===== src/rtl/push_button_debouncer_pkg.sv =====
// Shared types and constants for the push-button debouncer.
// The FSM state encoding is also visible to any logic that wants to inspect it.
package btn_pkg;

    typedef enum logic [1:0] {
        RELEASED    = 2'd0,
        PRESS_CHK   = 2'd1,
        PRESSED     = 2'd2,
        RELEASE_CHK = 2'd3
    } btn_state_t;

    localparam int unsigned DEF_CLK_FREQ = 50_000_000;

    // Width of a counter that must hold values 0..n. Never narrower than 1 bit.
    function automatic int unsigned cnt_width(input longint unsigned n);
        return (n < 1) ? 1 : $clog2(n + 1);
    endfunction

endpackage


===== src/rtl/double_ff.sv =====
// Two-flop synchroniser for a single asynchronous input.
// The flops carry no reset so they never hold the pin value back after reset.
module double_ff (
    input  logic clk,
    input  logic d,
    output logic q
);

    logic meta;

    always_ff @(posedge clk) begin
        meta <= d;
        q    <= meta;
    end

endmodule


===== src/rtl/push_button_debouncer.sv =====
// Debounces a raw push-button pin into a clean level plus press, release and
// long-press pulses and a wrapping press counter.
//
// state       | meaning
// ------------+--------------------------------------------------------------
// RELEASED    | button accepted as released, waiting for a pressed sample
// PRESS_CHK   | pressed samples seen, counting until the press is accepted
// PRESSED     | button accepted as pressed, waiting for a released sample
// RELEASE_CHK | released samples seen, counting until the release is accepted
module push_button_debouncer
    import btn_pkg::*;
#(
    parameter int unsigned STABLE_CYCLES = DEF_CLK_FREQ / 50,
    parameter int unsigned LONG_CYCLES   = DEF_CLK_FREQ,
    parameter bit          ACTIVE_LOW    = 1'b1,
    parameter int unsigned COUNT_W       = 8
) (
    input  logic               clk,
    input  logic               rst,
    input  logic               btn_in,
    output logic               btn_level,
    output logic               press_pulse,
    output logic               release_pulse,
    output logic               long_press,
    output logic [COUNT_W-1:0] press_count
);

    localparam int unsigned STAB_W = cnt_width(longint'(STABLE_CYCLES));
    localparam int unsigned HOLD_W = cnt_width(longint'(LONG_CYCLES));

    localparam bit SINGLE_CYCLE = (STABLE_CYCLES == 1);
    localparam bit LONG_EN      = (LONG_CYCLES != 0);

    localparam logic [STAB_W-1:0] STAB_ONE  = STAB_W'(1);
    localparam logic [STAB_W-1:0] STAB_LAST = STAB_W'((STABLE_CYCLES > 0) ? STABLE_CYCLES - 1 : 0);
    localparam logic [HOLD_W-1:0] HOLD_MAX  = HOLD_W'(LONG_CYCLES);
    localparam logic [HOLD_W-1:0] HOLD_FIRE = HOLD_W'(LONG_EN ? LONG_CYCLES - 1 : 0);

    if (STABLE_CYCLES < 1) begin : g_bad_stable
        $error("push_button_debouncer: STABLE_CYCLES must be at least 1");
    end
    if (LONG_CYCLES == 1) begin : g_bad_long
        $error("push_button_debouncer: LONG_CYCLES must be 0 or at least 2");
    end

    logic              sync_q;
    logic              pressed_raw;
    btn_state_t        state;
    logic [STAB_W-1:0] stab_cnt;
    logic [HOLD_W-1:0] hold_cnt;

    double_ff u_sync (
        .clk (clk),
        .d   (btn_in),
        .q   (sync_q)
    );

    assign pressed_raw = ACTIVE_LOW ? ~sync_q : sync_q;

    always_ff @(posedge clk) begin
        if (rst) begin
            state         <= RELEASED;
            stab_cnt      <= '0;
            hold_cnt      <= '0;
            btn_level     <= 1'b0;
            press_pulse   <= 1'b0;
            release_pulse <= 1'b0;
            long_press    <= 1'b0;
            press_count   <= '0;
        end else begin
            press_pulse   <= 1'b0;
            release_pulse <= 1'b0;
            long_press    <= 1'b0;

            case (state)
                RELEASED: begin
                    if (pressed_raw) begin
                        if (SINGLE_CYCLE) begin
                            state       <= PRESSED;
                            stab_cnt    <= '0;
                            btn_level   <= 1'b1;
                            press_pulse <= 1'b1;
                            press_count <= press_count + COUNT_W'(1);
                        end else begin
                            state    <= PRESS_CHK;
                            stab_cnt <= STAB_ONE;
                        end
                    end
                end

                PRESS_CHK: begin
                    if (!pressed_raw) begin
                        state    <= RELEASED;
                        stab_cnt <= '0;
                    end else if (stab_cnt == STAB_LAST) begin
                        state       <= PRESSED;
                        stab_cnt    <= '0;
                        btn_level   <= 1'b1;
                        press_pulse <= 1'b1;
                        press_count <= press_count + COUNT_W'(1);
                    end else begin
                        stab_cnt <= stab_cnt + STAB_ONE;
                    end
                end

                PRESSED: begin
                    if (!pressed_raw) begin
                        if (SINGLE_CYCLE) begin
                            state         <= RELEASED;
                            stab_cnt      <= '0;
                            btn_level     <= 1'b0;
                            release_pulse <= 1'b1;
                        end else begin
                            state    <= RELEASE_CHK;
                            stab_cnt <= STAB_ONE;
                        end
                    end
                end

                RELEASE_CHK: begin
                    if (pressed_raw) begin
                        state    <= PRESSED;
                        stab_cnt <= '0;
                    end else if (stab_cnt == STAB_LAST) begin
                        state         <= RELEASED;
                        stab_cnt      <= '0;
                        btn_level     <= 1'b0;
                        release_pulse <= 1'b1;
                    end else begin
                        stab_cnt <= stab_cnt + STAB_ONE;
                    end
                end

                default: begin
                    state    <= RELEASED;
                    stab_cnt <= '0;
                end
            endcase

            // Hold time is measured on the registered level, so the long-press
            // pulse can never land on the same cycle as press_pulse.
            if (!btn_level) begin
                hold_cnt <= '0;
            end else if (LONG_EN && (hold_cnt != HOLD_MAX)) begin
                hold_cnt <= hold_cnt + HOLD_W'(1);
                if (hold_cnt == HOLD_FIRE) begin
                    long_press <= 1'b1;
                end
            end
        end
    end

endmodule


===== config.mk =====
export PLATFORM = sky130hd
export DESIGN_NAME = push_button_debouncer
export DESIGN_NICKNAME = d
export VERILOG_FILES = /design/src/rtl/push_button_debouncer_pkg.sv /design/src/rtl/double_ff.sv /design/src/rtl/push_button_debouncer.sv
export SDC_FILE = /design/constraint.sdc
export NUM_CORES = 1
export LEC_CHECK = 0
export ABC_AREA = 1
export CELL_PAD_IN_SITES_DETAIL_PLACEMENT = 1
export CELL_PAD_IN_SITES_GLOBAL_PLACEMENT = 1
export CORE_UTILIZATION = 40
export CTS_BUF_LIST = sky130_fd_sc_hd__clkbuf_4
export DETAILED_ROUTE_END_ITERATION = 12
export HOLD_SLACK_MARGIN = 0.03
export PLACE_DENSITY = 0.74
export REMOVE_ABC_BUFFERS = 1
export SLEW_MARGIN = 20
export SYNTH_ARGS = -nofsm -noshare
export SYNTH_HDL_FRONTEND = slang
export SYNTH_SLANG_ARGS = --single-unit

===== constraint.sdc =====
create_clock -name clk -period 2.4 [get_ports clk]
set_clock_uncertainty 0.05 [all_clocks]
set_input_delay 0.48 -clock clk [delete_from_list [all_inputs] [get_ports clk]]
set_output_delay 0.48 -clock clk [all_outputs]
set_load 0.1 [all_outputs]

==> summary.txt, run 1 <==
Worst setup path
  • Crit Reg-Reg Startpoint: hold_cnt[0]
  • Cell Chain, Critical Path: ha_1 -> nand2_1 -> nor3_4 -> inv_2 -> nor2_4 -> inv_1 -> o21ai_0 -> a21oi_1
  • Worst-path fanout max: 7
  • Crit path DAT: 2220 ps
  • Flop2flop setup slack: 440 ps
  • Critical Path Start Type: register
  • Critical Path Sink Type: register
  • Crit path kind: reg2reg
  • CP peak stage delay: 430 ps
  • Slowest-stage cell, CP: dfxtp_1
  • Worst flop-to-flop path endpoint: hold_cnt[16]
  • CP required: 2660 ps
  • R2R depth: 8

Global routing
  • Vias in the first global route: 3397
  • Total global routing overflow: 0
  • Initial antenna violation count: 0
  • Global-route wire length before repair: 16100 um
  • Pin count of the biggest net entering global routing: 26
  • Tot GR Track Use: 23.3%

Hold path
  • HP Start: u_sync.meta
  • Hold EP: u_sync.q
  • Min-Delay Path Class: reg2reg
  • Hold Path Cell Cnt: 0

Synth
  • Post-synth ARST share: 0%
  • Synthesized area: 0.00351 sq mm
  • Post-synth top area share: 35.3%
  • Sequential-to-total area share from yosys stat: 35.3%
  • Mean post-synth cell area: 6.69 sq um
  • Post-synth top cells: 135 x nand2_1, 66 x inv_1, 63 x nor2_1
  • XOR/XNOR share of the synthesized area: 1.75%
  • Yosys reg bits: 62
  • Synth Area in Compound Gates: 11.9%
  • Simple logic cell fraction of the synthesized area: 40.4%
  • Post-synthesis mux area share: 0%
  • Cells taking the most area after synthesis: dfxtp_1 35%, nand2_1 14%, inv_1 7.1%
  • Most frequent cell after synthesis: nand2_1
  • Cell taking the most area after synthesis: dfxtp_1
  • Synth cell types: 39
  • Yosys warnings: 0
  • Ys flop type: dfxtp_1
  • Gate Count Post-Synth: 525
  • Synth Area in Adders: 1.43%
  • Main combinational cell family by area after synthesis: simple AND/OR/NAND/NOR gates
  • EDFF count, synth: 0

Pwr
  • Post-layout power: 1700 uW
  • Leakage power: 0.00140 uW
  • Power density over the cells: 444 mW/mm^2
  • Maximum vdd drop: 0.208 mV

CTS
  • Num CTS Buffers: 9
  • Post_cts resized: 0
  • Reg clk slew, reported paths: 110 ps
  • Setup Fix Bufs, Post-CTS: 0
  • CTS tree: done
  • Clock sinks: 62
  • Clk buf depth: 2
  • Clock Latency Late Sink: 420 ps
  • Hold buffer count at cts: 0
  • H-tree depth: 3
  • Root Driver: clkbuf_4

STA
  • Setup violations, final: 0
  • RSZ-0062 raised after global routing: false
  • Maximum clock rate: 510 MHz
  • Slew headroom: 63.7%
  • Period utilization: 81.7%
  • Setup TNS: 0 ps
  • Slew @ Worst Pin: 544 ps
  • Min Hold Slack: 295 ps
  • Hold Fails Final Rpt: 0
  • Tmin final: 1960 ps
  • Slew Viols, Final: 0

Job
  • Number of max-cap violations: 0

Routing
  • Vias per cell: 5.23
  • DRC viols: 0
  • Met3 WL post-DR: 124 um
  • Post-Route M1 WL: 4400 um
  • DR top layer: met4
  • DRT Pass-1 Iters: 4
  • DR WL met2: 5040 um
  • Post-route ant nets: 0
  • Final Routed Wirelength: 9700 um
  • Drt first-iter violations: 95
  • Wirelength per Cell: 14.8 um
  • Routed via count: 3419

Final layout
  • N_diodes: 0
  • Nets: 553
  • Layout area overhead: 9.01%
  • Final instance area: 0.00383 sq mm
  • Final cell count without fillers: 654
  • Share of cells above drive strength 1: 13.7%

Placement
  • DP Area: 0.00373 sq mm
  • Hpwl dp: 7370 um
  • Placed cells: 640
  • Placer congestion estimate: 0.830
  • IO Port Bufs: 14

Floorplan
  • Core ar.: 0.00834 sq mm
  • Die Ht: 95.7 um
  • # IOs: 15
  • Die ar.: 0.00916 sq mm
  • Initial Util: 42.1%
  • Die X: 95.7 um
  • Rows: 33

Status
  • Run status: finished, final reports clean
flip-flops by register name, indices dropped and copies added (netlist names), named ones only:
signal and flops:
press_count 8, press_pulse 1, u_sync.meta 1, btn_level 1, u_sync.q 1, long_press 1, stab_cnt 20, state 1
release_pulse 1, hold_cnt 26
critical path: cells and delay by family, from the launching register on:
family | cells | cell delay (ps)
AOI/OAI and AO/OA | 2 | 320
and+or+nand+nor | 3 | 580
buffers and inverters | 2 | 200
DFF | 1 | 430
adders and majority gates | 1 | 270
cell usage in the layout (no fill, tap or decap), types with 2 or more instances in the layout:
master,n
buf_4,15
clkbuf_4,10
xnor2_1,3
inv_1,66
nand3_1,33
dfxtp_1,62
nand2_1,135
or2_2,3
a21oi_1,31
o21a_1,2
a21oi_2,10
o21ai_0,20
o21bai_1,3
clkinv_2,2
nor2_4,2
ha_1,4
inv_2,5
nor2_2,4
nand2_2,6
nor4_1,2
o22ai_1,2
nand4_1,16
o31ai_1,2
nor3_1,17
nand3b_1,2
nand3_2,9
clkdlybuf4s50_1,2
nor3_4,3
nor2_1,63
xor2_1,4
layout make-up:
cell class / count / area (sq um)
multi-input combinational: 383 / 1950
timing repair buffer: 17 / 133
clock inverter: 4 / 26.3
clock buffer: 10 / 75.1
inverter: 73 / 277
fill: 1146 / 4510
sequential: 62 / 1240
tap: 105 / 131
kinds of logic (layout without fill, tap and decap cells):
group	count (synthesis)	count (layout)
compound gates	71	71
xor+xnor	7	7
fa+ha+maj	4	4
buf+inv	80	104
flops	62	62
simple gates	301	301
routing by layer:
metal	up-vias	global-route usage, %
li1	1742	-
met1	1641	27.4
met2	24	42.9
met3	12	3.32
met4	0	8.21
met5	-	0
how the worst max path moves through the flow:
| stage | startpoint | end |
|---|---|---|
| 6_report | hold_cnt[0] | hold_cnt[16] |
| 3_5_place_dp | rst | hold_cnt[9] |
| 5_1_grt | hold_cnt[0] | hold_cnt[16] |
| 4_1_cts | hold_cnt[0] | hold_cnt[16] |
| 3_3_place_gp | rst | hold_cnt[6] |
| 2_1_floorplan | btn_level | hold_cnt[3] |
per-stage QoR:
stage	utilization [%]	setup slack, ps
after CTS	45.9	446
after global placement	44.7	463
after detailed placement	44.7	423
after global routing	45.9	283
after floorplan	-	408
final	45.9	440
where the power goes:
group | internal, uW | switching [uW]
Combinational | 12.7 | 35.0
Sequential | 1030 | 3.66
Clock | 211 | 405
Note: power is estimated with default switching activity, not from simulation.
==> inputs of run 2 (changes only) <==
==> constraint.sdc (replaced) <==
create_clock -name clk -period 2 [get_ports clk]
set_clock_uncertainty 0.05 [all_clocks]
set_input_delay 0.4 -clock clk [delete_from_list [all_inputs] [get_ports clk]]
set_output_delay 0.4 -clock clk [all_outputs]
set_load 0.1 [all_outputs]
==> run 2 against run 1 <==
Against the previous run: first-iteration DRC count fell by 14%; global-route usage grew 0.13 points; sequential share of layout area decreased by 1.3 points; worst hold slack improved by 15 ps; fmax is 6.9% higher; clock power up 40%; critical path depth down 2; final area rose by 4.3%; sequential cell count stayed put; combinational power rose by 24%; largest power group unchanged.
==> summary.txt, run 2 (synthesis gave the netlist of run 1 again) <==
Worst setup path
  • Worst-path fanout max: 5 (-2)
  • CP required: 2270 ps (-390 ps)
  • Critical Path Start Type: register
  • Crit path kind: reg2reg
  • Crit path DAT: 2100 ps (-120 ps)
  • Critical Path Sink Type: register

Routing
  • Wirelength per Cell: 14.7 um (-1.1%)
  • Drt first-iter violations: 82 (-14%)
  • Vias per cell: 5.23 (about the same)
  • Routed via count: 3454 (+1.0%)
  • Post-route ant nets: 0 (unchanged)
  • DRT Pass-1 Iters: 4 (unchanged)
  • Final Routed Wirelength: 9700 um (about the same)
  • DRC viols: 0 (unchanged)

CTS
  • CTS tree: done
  • Root Driver: clkbuf_4
  • H-tree depth: 3 (unchanged)
  • Clk buf depth: 2 (unchanged)
  • Reg clk slew, reported paths: 100 ps (about the same)
  • Hold buffer count at cts: 0 (unchanged)
  • Clock sinks: 62 (unchanged)
  • Num CTS Buffers: 9 (unchanged)
  • Clock Latency Late Sink: 410 ps (about the same)

Floorplan
  • Core ar.: 0.00834 sq mm (unchanged)
  • Die ar.: 0.00916 sq mm (unchanged)
  • # IOs: 15 (unchanged)
  • Rows: 33 (unchanged)
  • Die X: 95.7 um (unchanged)
  • Initial Util: 42.1% (unchanged)
  • Die Ht: 95.7 um (unchanged)

STA
  • Slew Viols, Final: 0 (unchanged)
  • Maximum clock rate: 546 MHz (+6.9%)
  • Slew headroom: 64.5% (+0.83 points)
  • Tmin final: 1830 ps (-127 ps)
  • Setup violations, final: 0 (unchanged)
  • Hold Fails Final Rpt: 0 (unchanged)
  • Period utilization: 91.6% (+10 points)
  • Slew @ Worst Pin: 532 ps (-12.4 ps)

Placement
  • IO Port Bufs: 14 (unchanged)
  • Placed cells: 642 (+0.31%)
  • Hpwl dp: 7300 um (-0.95%)
  • DP Area: 0.00383 sq mm (+2.8%)
  • Placer congestion estimate: 0.777 (-6.4%)

Final layout
  • Layout area overhead: 13.7%
  • Nets: 559 (+1.1%)
  • Most frequent cells in the layout: 135 x nand2_1, 66 x inv_1, 62 x nor2_1
  • Biggest regs: hold_cnt: 26 flops, stab_cnt: 20 flops, press_count: 8 flops
  • Top reg by flops: hold_cnt
  • N_diodes: 0 (unchanged)
  • Share of cells above drive strength 1: 15.1% (+1.4 points)
  • Commonest non-fill, non-tap cell in the layout: nand2_1
  • Final cell count without fillers: 661 (+1.1%)
  • Filler instances: 1113 (-2.9%)
  • Max FFs per register: 26 (unchanged)
  • Final instance area: 0.00399 sq mm (+4.3%)

Global routing
  • Tot GR Track Use: 23.4% (+0.13 points)
  • Pin count of the biggest net entering global routing: 26 (unchanged)
  • Vias in the first global route: 3539 (+4.2%)
  • Initial antenna violation count: 0 (unchanged)
  • Total global routing overflow: 0 (unchanged)
  • Global-route wire length before repair: 16600 um (+2.8%)

Status
  • Run status: finished, final reports clean

Job
  • Number of max-cap violations: 0 (unchanged)

Pwr
  • Leakage power: 0.00146 uW (+4.1%)
  • Power density over the cells: 542 mW/mm^2 (+22%)
  • Post-layout power: 2170 uW (+27%)
  • Maximum vdd drop: 0.303 mV (+45%)

Hold path
  • Min-Delay Path Class: reg2reg
-- run 2: cell count changes in the layout (fill, tap and decap cells not counted), sizes merged --
cell	previous run	this run
buf	15	21
bufinv	0	1
-- run 2: worst paths after layout --
check             end  slack (ps)  depth (start not counted)        start
min          u_sync.q         310                          0  u_sync.meta
max reg2reg  register         170                          6  stab_cnt[0]
min reg2reg  u_sync.q         310                          0  u_sync.meta
max          register         170                          6  stab_cnt[0]
-- run 2: timing repair --
action / 4_1_cts / 5_1_grt
buffers inserted: 0 / 4
endpoints found under the hold margin: 0 / 0
gates resized for setup: 0 / 3
endpoints found under the setup margin: 0 / 4
-- run 2: layout make-up --
class	count	area (sq um)	share of cell area (%)
Clock buffer	10	75.1	1.88
Clock inverter	5	51.3	1.28
Inverter	73	277	6.93
Multi-Input combinational cell	383	1950	48.9
Sequential cell	62	1240	31.1
Tap cell	105	131	3.29
Timing Repair Buffer	23	265	6.64
-- run 2: worst max-delay path: stages (launching register included) --
cell	delay, ps
dfxtp_1	430
ha_1	210
nand2_2	100
nor3_4	300
nand4_1	260
buf_4	210
o31ai_1	190
-- run 2: metrics by stage --
step	worst slack [ps]	setup TNS, ps	hold WS (ps)	util, %
finish	167	0	310	47.9
global route	-14.5	-26.5	310	47.9
CTS	118	0	305	47.4
detailed placement	90.5	0	277	45.9
global placement	170	0	262	45.9
floorplan	7.83	0	260	-
-- run 2: report_power, final --
part	internal [uW]	total, uW	switching [uW]
sequential	1240	1240	5.24
clock	381	862	481
combinational	16.9	59.0	42.1
-- run 2: metal layers --
metal	global-route usage (%)	routed length, um	vias up
li1	-	-	1749
met1	27.0	4390	1672
met2	43.7	5020	27
met3	5.37	207	6
met4	4.98	72	0
met5	0	0	-
==> inputs of run 3 (changes only) <==
--- a/config.mk
+++ b/config.mk
@@ -8,11 +8,11 @@
 export ABC_AREA = 1
 export CELL_PAD_IN_SITES_DETAIL_PLACEMENT = 1
 export CELL_PAD_IN_SITES_GLOBAL_PLACEMENT = 1
-export CORE_UTILIZATION = 40
+export CORE_UTILIZATION = 45
 export CTS_BUF_LIST = sky130_fd_sc_hd__clkbuf_4
 export DETAILED_ROUTE_END_ITERATION = 12
 export HOLD_SLACK_MARGIN = 0.03
-export PLACE_DENSITY = 0.74
+export PLACE_DENSITY = 0.82
 export REMOVE_ABC_BUFFERS = 1
 export SLEW_MARGIN = 20
 export SYNTH_ARGS = -nofsm -noshare
==> run 3 against run 2 <==
Against the previous run: critical path depth rose by 2; total power decreased by 5.5%; sequential power about the same; count of clock-buffer cells in the layout unchanged; fmax rose by 2.5%; highest routed layer unchanged.
==> summary.txt, run 3 (synthesis gave the netlist of run 1 again) <==
Status
  • Run status: finished, final reports clean

Final layout
  • Register Area: 0.00124 sq mm (-0.10%)
  • Commonest non-fill, non-tap cell in the layout: nand2_1
  • Layout area overhead: 13.0%
  • Share of cells above drive strength 1: 14.7% (-0.36 points)
  • Top reg by flops: hold_cnt
  • N_diodes: 0 (unchanged)
  • Final instance area: 0.00397 sq mm (-0.56%)
  • Final Util: 53.6% (+5.7 points)
  • Most frequent cells in the layout: 135 x nand2_1, 66 x inv_1, 63 x nor2_1
  • Max FFs per register: 26 (unchanged)
  • Biggest regs: hold_cnt: 26 flops, stab_cnt: 20 flops, press_count: 8 flops
  • Filler instances: 1025 (-7.9%)
  • Nets: 559 (unchanged)
  • Multi-input gate area: 0.00196 sq mm (+0.51%)
  • Final cell count without fillers: 655 (-0.91%)

Placement
  • DP Area: 0.00384 sq mm (+0.20%)
  • Placer congestion estimate: 0.907 (+17%)
  • Placed cells: 638 (-0.62%)
  • Hpwl dp: 7440 um (+1.9%)
  • IO Port Bufs: 14 (unchanged)
  • Dpl ws: 149 ps (+58.5 ps)

Routing
  • Post-route ant nets: 0 (unchanged)
  • DRT Pass-1 Iters: 4 (unchanged)
  • Routed via count: 3460 (+0.17%)
  • Wirelength per Cell: 15.0 um (+2.2%)
  • Drt first-iter violations: 88 (+7.3%)
  • DRC viols: 0 (unchanged)
  • Vias per cell: 5.28 (+1.1%)
  • Final Routed Wirelength: 9820 um (+1.3%)

Worst setup path
  • Critical Path Sink Type: register
  • Worst flop-to-flop path endpoint: hold_cnt[16]
  • CP required: 2260 ps (about the same)
  • Crit path DAT: 2050 ps (-50 ps)
  • Flop2flop setup slack: 210 ps (+40 ps)
  • Crit Reg-Reg Startpoint: hold_cnt[0]
  • R2R depth: 8 (+2)
  • Crit path kind: reg2reg
  • Slowest-stage cell, CP: dfxtp_1
  • CP peak stage delay: 410 ps (-20 ps)
  • Cell Chain, Critical Path: ha_1 -> nand2_1 -> nor3_4 -> inv_2 -> nor2_4 -> inv_1 -> o21ai_0 -> a21oi_1
  • Critical Path Start Type: register
  • Worst-path fanout max: 6 (+1)

Global routing
  • Global-route wire length before repair: 16800 um (+1.7%)
  • Met3 usage: 3.79% (-1.6 points)
  • Tot GR Track Use: 25.5% (+2.1 points)
  • Met2 Track Usage GR: 46.5% (+2.8 points)
  • Total global routing overflow: 0 (unchanged)
  • Initial antenna violation count: 0 (unchanged)
  • Vias in the first global route: 3682 (+4.0%)
  • Pin count of the biggest net entering global routing: 26 (unchanged)
  • Met1 GRT Util: 29.2% (+2.1 points)
  • Top Usage Layer GRT: met2

Floorplan
  • Die Ht: 90.3 um (-5.6%)
  • Core ar.: 0.00741 sq mm (-11%)
  • # IOs: 15 (unchanged)
  • Die X: 90.3 um (-5.6%)
  • Rows: 31 (-6.1%)
  • Die ar.: 0.00816 sq mm (-11%)
  • Initial Util: 47.4% (+5.3 points)

Pwr
  • Switching power: 532 uW (+0.65%)
  • Leakage power: 0.00146 uW (+0.16%)
  • Combinational share of power: 3.2% (+0.5 points)
  • Clk network pwr share: 36.0% (-3.8 points)
  • Net Sw Frac: 26.0% (+1.6 points)
  • Internal power: 1510 uW (-7.5%)
  • Maximum vdd drop: 0.310 mV (+2.5%)
  • Power density over the cells: 515 mW/mm^2 (-5.0%)
  • Sequential power share: 60.8% (+3.3 points)

Hold path
  • Hold Path Cell Cnt: 0 (unchanged)
  • Min-Delay Path Class: reg2reg
  • HP Start: u_sync.meta
  • Hold EP: u_sync.q

STA
  • RSZ-0062 raised after global routing: false
  • Setup TNS: 0 ps (unchanged)
  • Setup violations, final: 0 (unchanged)
  • Period utilization: 89.4% (-2.2 points)
  • Maximum clock rate: 559 MHz (+2.5%)
  • Slew Viols, Final: 0 (unchanged)
  • Worst Setup Slack, final: 212 ps (+44.7 ps)
  • Tmin final: 1790 ps (-44.7 ps)
  • Slew @ Worst Pin: 541 ps (+8.79 ps)
  • Hold Fails Final Rpt: 0 (unchanged)
  • Slew headroom: 63.9% (-0.59 points)

CTS
  • CTS tree: done
  • Reg clk slew, reported paths: 110 ps (about the same)
  • Num CTS Buffers: 9 (unchanged)
  • Root Driver: clkbuf_4
  • Clock Latency Late Sink: 420 ps (about the same)
  • Clock sinks: 62 (unchanged)
  • Hold buffer count at cts: 0 (unchanged)
  • H-tree depth: 3 (unchanged)
  • Clk buf depth: 2 (unchanged)

Job
  • Number of max-cap violations: 0 (unchanged)
==> run 3: cell type report <==
class / instances / share of cell area (%)
Timing Repair Buffer: 23 / 6.68
Clock inverter: 5 / 0.693
Sequential cell: 62 / 31.3
Inverter: 73 / 6.97
Tap cell: 99 / 3.12
Multi-Input combinational cell: 383 / 49.4
Clock buffer: 10 / 1.89
==> run 3: repair_timing <==
action | 4_1_cts | 5_1_grt
resized for setup | 0 | 2
setup buffers | 0 | 2
setup endpoints to repair | 0 | 4
==> run 3: metal layers <==
| layer | part of all wire, % | vias up |
|---|---|---|
| met3 | 2.1 | 23 |
| met5 | 0 | - |
| met1 | 44 | 1643 |
| li1 | - | 1752 |
| met2 | 51 | 42 |
| met4 | 2.7 | 0 |
==> run 3: worst max-delay path, delay by kind of cell, from the launching register on <==
kind                     cells  cell delay (ps)
AND/OR/NAND/NOR              3              510
flip-flops                   1              410
adder cells (fa/ha/maj)      1              280
AO/OA/AOI/OAI                2              220
buffers and inverters        2              190
==> run 3: worst max path at each step <==
stage / end / cells past startpoint / startpoint
global route: stab_cnt[8] / 8 / stab_cnt[1]
CTS: hold_cnt[20] / 8 / hold_cnt[0]
detailed placement: hold_cnt[20] / 8 / hold_cnt[0]
floorplan: hold_cnt[3] / 4 / btn_level
global placement: hold_cnt[8] / 6 / rst
finish: hold_cnt[16] / 8 / hold_cnt[0]
==> run 3: through the flow <==
stage | power [uW] | hold slack [ps]
6_report | 2050 | 293
5_1_grt | 2110 | 310
4_1_cts | 2060 | 296
3_5_place_dp | 1340 | 264
3_3_place_gp | 1330 | 267
2_1_floorplan | 1300 | 260
==> run 3: power by group through the flow <==
stage / logic (uW) / registers, uW / clock network (uW)
after floorplan: 28.4 / 1270 / 0
after global placement: 63.2 / 1270 / 0
after detailed placement: 65.4 / 1270 / 0
after CTS: 66.3 / 1240 / 752
after global routing: 71.0 / 1240 / 798
final: 65.7 / 1240 / 737
